**config.mk**
```make
export PLATFORM = sky130hd
export DESIGN_NAME = lsu_ctrl
export DESIGN_NICKNAME = d
export VERILOG_FILES = /design/src/rtl/lsu_ctrl.sv
export SDC_FILE = /design/constraint.sdc
export NUM_CORES = 1
export LEC_CHECK = 0
export BUFFER_PORTS_ARGS = -buffer_cell sky130_fd_sc_hd__buf_4
export CAP_MARGIN = 5
export CORE_MARGIN = 2
export CORE_UTILIZATION = 53
export DETAILED_ROUTE_END_ITERATION = 10
export PLACE_DENSITY = 0.92
export SYNTH_ARGS = -nofsm -noshare
export SYNTH_HDL_FRONTEND = slang
export SYNTH_SLANG_ARGS = --single-unit
```
**constraint.sdc**
```tcl
create_clock -name clk -period 2.5 [get_ports clk]
set_input_delay 0.375 -clock clk [delete_from_list [all_inputs] [get_ports clk]]
set_output_delay 0.375 -clock clk [all_outputs]
set_load 0.01 [all_outputs]
```
**src/rtl/lsu_ctrl.sv**
```systemverilog
// Load/store initiator between the MEM stage and a word-wide data memory.
// Sub-word stores are read-modify-write; misaligned requests never reach memory.
package mips_pkg;
    localparam int DATA_WIDTH        = 32;
    localparam int WORDS_INSTRUCTION = 256;
    localparam int ADDR_W            = $clog2(WORDS_INSTRUCTION) + 2;
endpackage

module lsu_ctrl
    import mips_pkg::*;
(
    input  logic                  clk,
    input  logic                  rst_n,
    input  logic                  req_valid,
    output logic                  req_ready,
    input  logic                  req_we,
    input  logic [1:0]            req_size,
    input  logic                  req_signed,
    input  logic [ADDR_W-1:0]     req_addr,
    input  logic [DATA_WIDTH-1:0] req_wdata,
    output logic                  rsp_valid,
    input  logic                  rsp_ready,
    output logic [DATA_WIDTH-1:0] rsp_rdata,
    output logic                  rsp_err,
    output logic                  dm_we,
    output logic [ADDR_W-3:0]     dm_address,
    output logic [DATA_WIDTH-1:0] dm_wdata,
    input  logic [DATA_WIDTH-1:0] dm_rdata
);

    localparam logic [1:0] SZ_B = 2'b00;
    localparam logic [1:0] SZ_H = 2'b01;
    localparam logic [1:0] SZ_W = 2'b10;

    typedef enum logic [1:0] {
        S_IDLE,
        S_ACCESS,
        S_WRITE,
        S_RESP
    } state_t;

    state_t                r_state;
    logic                  r_we;
    logic [1:0]            r_size;
    logic                  r_signed;
    logic [1:0]            r_off;
    logic [DATA_WIDTH-1:0] r_wdata;

    logic                  r_req_ready;
    logic                  r_rsp_valid;
    logic [DATA_WIDTH-1:0] r_rsp_rdata;
    logic                  r_rsp_err;
    logic                  r_dm_we;
    logic [ADDR_W-3:0]     r_dm_address;
    logic [DATA_WIDTH-1:0] r_dm_wdata;

    logic                  w_misaligned;
    logic                  w_word_store;
    logic [7:0]            w_byte;
    logic [15:0]           w_half;
    logic [DATA_WIDTH-1:0] w_load;
    logic [DATA_WIDTH-1:0] w_mask;
    logic [DATA_WIDTH-1:0] w_ins;
    logic [DATA_WIDTH-1:0] w_merged;

    always_comb begin
        w_misaligned = 1'b0;
        unique case (req_size)
            SZ_B:    w_misaligned = 1'b0;
            SZ_H:    w_misaligned = req_addr[0];
            SZ_W:    w_misaligned = |req_addr[1:0];
            default: w_misaligned = 1'b1;
        endcase
    end

    assign w_word_store = req_we && (req_size == SZ_W);

    always_comb begin
        w_byte = dm_rdata[7:0];
        unique case (r_off)
            2'd0:    w_byte = dm_rdata[7:0];
            2'd1:    w_byte = dm_rdata[15:8];
            2'd2:    w_byte = dm_rdata[23:16];
            default: w_byte = dm_rdata[31:24];
        endcase
    end

    assign w_half = r_off[1] ? dm_rdata[31:16] : dm_rdata[15:0];

    always_comb begin
        w_load = dm_rdata;
        unique case (r_size)
            SZ_B:    w_load = {{24{r_signed & w_byte[7]}}, w_byte};
            SZ_H:    w_load = {{16{r_signed & w_half[15]}}, w_half};
            default: w_load = dm_rdata;
        endcase
    end

    // Replicate the store data over every lane, then let the mask pick the target lanes.
    always_comb begin
        w_mask = '1;
        w_ins  = r_wdata;
        unique case (r_size)
            SZ_B: begin
                w_mask = 32'h0000_00FF << {r_off, 3'b000};
                w_ins  = {4{r_wdata[7:0]}};
            end
            SZ_H: begin
                w_mask = 32'h0000_FFFF << {r_off[1], 4'b0000};
                w_ins  = {2{r_wdata[15:0]}};
            end
            default: begin
                w_mask = '1;
                w_ins  = r_wdata;
            end
        endcase
    end

    assign w_merged = (dm_rdata & ~w_mask) | (w_ins & w_mask);

    always_ff @(posedge clk) begin
        if (!rst_n) begin
            r_state      <= S_IDLE;
            r_we         <= 1'b0;
            r_size       <= 2'b00;
            r_signed     <= 1'b0;
            r_off        <= 2'b00;
            r_wdata      <= '0;
            r_req_ready  <= 1'b1;
            r_rsp_valid  <= 1'b0;
            r_rsp_rdata  <= '0;
            r_rsp_err    <= 1'b0;
            r_dm_we      <= 1'b0;
            r_dm_address <= '0;
            r_dm_wdata   <= '0;
        end else begin
            r_dm_we <= 1'b0;
            unique case (r_state)
                S_IDLE: begin
                    if (req_valid) begin
                        r_we         <= req_we;
                        r_size       <= req_size;
                        r_signed     <= req_signed;
                        r_off        <= req_addr[1:0];
                        r_wdata      <= req_wdata;
                        r_req_ready  <= 1'b0;
                        r_rsp_rdata  <= '0;
                        r_rsp_err    <= w_misaligned;
                        if (w_misaligned) begin
                            r_state     <= S_RESP;
                            r_rsp_valid <= 1'b1;
                        end else begin
                            r_state      <= S_ACCESS;
                            r_dm_address <= req_addr[ADDR_W-1:2];
                            if (w_word_store) begin
                                r_dm_we    <= 1'b1;
                                r_dm_wdata <= req_wdata;
                            end
                        end
                    end
                end
                S_ACCESS: begin
                    if (!r_we) begin
                        r_rsp_rdata <= w_load;
                        r_rsp_valid <= 1'b1;
                        r_state     <= S_RESP;
                    end else if (r_size == SZ_W) begin
                        r_rsp_valid <= 1'b1;
                        r_state     <= S_RESP;
                    end else begin
                        r_dm_wdata <= w_merged;
                        r_dm_we    <= 1'b1;
                        r_state    <= S_WRITE;
                    end
                end
                S_WRITE: begin
                    r_rsp_valid <= 1'b1;
                    r_state     <= S_RESP;
                end
                S_RESP: begin
                    if (rsp_ready) begin
                        r_rsp_valid <= 1'b0;
                        r_req_ready <= 1'b1;
                        r_state     <= S_IDLE;
                    end
                end
                default: r_state <= S_IDLE;
            endcase
        end
    end

    // Gate with reset so an edge that lands during reset can never commit a write.
    assign dm_we      = r_dm_we & rst_n;
    assign dm_address = r_dm_address;
    assign dm_wdata   = r_dm_wdata;
    assign req_ready  = r_req_ready;
    assign rsp_valid  = r_rsp_valid;
    assign rsp_rdata  = r_rsp_rdata;
    assign rsp_err    = r_rsp_err;

endmodule

```
==> impl_metrics.json <==
{
  "critical_path.most_common_cell": "o21ai_0",
  "timing.final.crit_share": 0.921,
  "synth.largest_area_cell": "dfxtp_1",
  "hold_start": "req_addr[7]",
  "grt_max_degree": 39,
  "drc": 0,
  "reg2reg_to": "rsp_rdata[6]$_SDFFE_PN0P_",
  "setup_viol_count_final": 0,
  "cts.sinks": 116,
  "drt_iter0_drc": 756,
  "cts_resized": 0,
  "cts_tree": "built",
  "layoutNonFillerInstCount": 1025,
  "antenna_left": 0,
  "r2r-start": "r_state[0]$_SDFFE_PN0P_",
  "min_to": "dm_address[5]$_SDFFE_PN0P_",
  "max_slew.worst_pin.slew_ps": 1040,
  "cts-root-buf": "clkbuf_8",
  "critPathMaxFanout": 10,
  "synth.avg_cell_area_um2": 8.03,
  "tns_ps": 0,
  "outcome": "completed",
  "rsz0062_at_grt": "no",
  "clock-skew-final_ps": 6.10,
  "timing_worst_setup_path_type": "flop to flop",
  "route.met3.wl_um": 2290,
  "numCtsBuffers": 17,
  "port-buffer-count": 157,
  "max_stage_delay_ps": 790,
  "ys.flop_type": "dfxtp_1",
  "r2r_cells": 6,
  "grt_pass1_wl_um": 30700,
  "vias_per_cell": 6.31,
  "arrival_ps": 2740,
  "io_pins": 158,
  "min_path_cells": 3,
  "clk_latency_ps": 520,
  "mostFrequentLayoutCell": "buf_4",
  "grt_pass1_vias": 6049,
  "fin_nets": 957,
  "pwr_density_cell_nw_per_um2": 978,
  "syn_inst": 739,
  "synth.distinct_cells": 59,
  "r2r_slack_ps": 200,
  "fin_util": 0.712,
  "first_pass_iters": 5,
  "die_area_um2": 12100,
  "start_util": 0.545,
  "cts.path.max_buffers": 2,
  "most-common-layout-cells": "buf_4 (176), nand2_1 (144), dfxtp_1 (115)",
  "drive_above_1_share": 0.282,
  "period_needed_ps": 2300,
  "htree_levels": 4,
  "place.gp.congestion": 0.980,
  "total_power_uw": 7580,
  "overflow": 0,
  "synth-seq-cells": 116,
  "cts_setup_buffers": 0,
  "fmax_mhz": 434,
  "synth_top_area_share": 0.391,
  "startpoint_type": "flop",
  "ir_worst_vdd_mv": 0.649,
  "hold_path.class": "input port to flop",
  "final-hold-violation-count": 0,
  "synth_area_leaders": "dfxtp_1 (39%), nand2_1 (9.1%), a21oi_1 (8.9%)",
  "met1_length_um": 7690,
  "met2_length_um": 9100,
  "num_vias": 6470,
  "hpwlAfterDp_um": 13700,
  "n_antenna_cell": 0,
  "die_x_um": 110,
  "crit_slowest_cell": "nor4_2",
  "wl_per_cell_um": 19.3,
  "area.growth.synth_to_final_pct": 30.7,
  "antenna_found_initial": 0,
  "synth_warnings": 0,
  "grt_usage": 0.329,
  "synthesis.nets": 824,
  "synth_seq_area_share": 0.391,
  "relSlewSlack": 0.298,
  "drv_slew": 0,
  "cts_hold_buf": 0,
  "synth-edff-count": 0,
  "die_h_um": 110,
  "synth_area_um2": 5940,
  "highest_layer": "met4",
  "p_leak_uw": 0.00316,
  "rows": 38,
  "crit_required_ps": 2940,
  "clk_pin_slew_ps": 60,
  "maxCapViolCount": 0,
  "crit_path_end_kind": "flop",
  "place_inst": 993,
  "n_fill_cell": 838,
  "cp_cell_sequence": "inv_1 -> ha_1 -> nor2b_1 -> nor4_2 -> o21ai_0 -> o21ai_0",
  "holdWs_ps": 79.6,
  "routed_wirelength_um": 19800,
  "synth-async-reset-ratio": 0,
  "core-area_um2": 10900
}
[area by class of cell]
class | instances | area (um2) | area share
timing repair buffer | 176 | 1320 | 0.170
tap | 140 | 175 | 0.0226
multi-input combinational | 529 | 3210 | 0.413
inverter | 32 | 120 | 0.0155
clock buffer | 21 | 459 | 0.0592
clock inverter | 11 | 151 | 0.0195
sequential | 116 | 2320 | 0.300
[through the flow]
stage	instance area, um2	worst slack [ps]
after floorplan	5940	685
after global placement	7150	416
after detailed placement	7150	344
after CTS	7760	265
after global routing	7760	40.2
final	7760	197
[state kept, by name (all words and copies together) (netlist names)]
signal      flops
r_dm_we         1
r_state         2
rsp_rdata      32
r_off           2
dm_address      8
r_signed        1
rsp_err         1
rsp_valid       1
req_ready       1
r_we            1
r_wdata        32
r_size          2
dm_wdata       32
[kinds of logic (layout without fill, tap and decap cells)]
group           Yosys count  after routing  share of synthesized area
flops                   116            116                      0.391
mux                      17             17                     0.0306
simple gates            209            209                      0.164
compound gates          300            300                      0.338
fa+ha+maj                 3              3                    0.00632
buf+inv                  94            240                     0.0698
[cells in the mapped netlist (5+ instances only)]
| library cell | instances |
|---|---|
| a21boi_0 | 8 |
| o221ai_1 | 8 |
| nand3_1 | 7 |
| buf_4 | 6 |
| a21o_2 | 7 |
| o31ai_1 | 8 |
| o21ai_1 | 8 |
| a211o_1 | 7 |
| dfxtp_1 | 116 |
| clkbuf_1 | 35 |
| a32o_1 | 8 |
| o2111ai_1 | 8 |
| nand3b_1 | 6 |
| mux2i_1 | 8 |
| a311oi_1 | 8 |
| o32ai_1 | 8 |
| a221oi_1 | 16 |
| o21ai_0 | 42 |
| a22o_1 | 9 |
| buf_2 | 13 |
| nor2_1 | 15 |
| and3b_1 | 8 |
| nor2b_1 | 5 |
| buf_1 | 5 |
| inv_1 | 29 |
| mux2_2 | 9 |
| o22ai_1 | 8 |
| o21ai_2 | 11 |
| a21oi_1 | 106 |
| o211ai_1 | 17 |
| nand2_1 | 144 |
[routing by layer]
metal,vias up,GRT usage
met3,72,0.0806
met4,0,0.150
met1,2992,0.419
met2,444,0.524
met5,-,0
li1,2962,-
[how the worst max path moves through the flow]
stage,startpoint,end,cells after the start
CTS,r_state[0]$_SDFFE_PN0P_,rsp_rdata[6]$_SDFFE_PN0P_,6
detailed placement,r_state[0]$_SDFFE_PN0P_,rsp_rdata[6]$_SDFFE_PN0P_,6
floorplan,r_state[0]$_SDFFE_PN0P_,rsp_rdata[29]$_SDFFE_PN0P_,8
global placement,r_state[0]$_SDFFE_PN0P_,rsp_rdata[2]$_SDFFE_PN0P_,6
finish,r_state[0]$_SDFFE_PN0P_,rsp_rdata[6]$_SDFFE_PN0P_,6
global route,r_state[0]$_SDFFE_PN0P_,rsp_rdata[0]$_SDFFE_PN0P_,6
[critical path: cells and delay by family, from the launching register on]
kind / cells / cell delay [ps]
compound gates: 2 / 420
flops: 1 / 370
simple gates: 2 / 1020
fa+ha+maj: 1 / 330
buf+inv: 1 / 80
[power by group]
group          switching [uW]  internal (uW)  total [uW]
logic                    1740            990        2730
clock network             906           1600        2510
registers                 216           2140        2350
(Power assumes the default switching activity.)
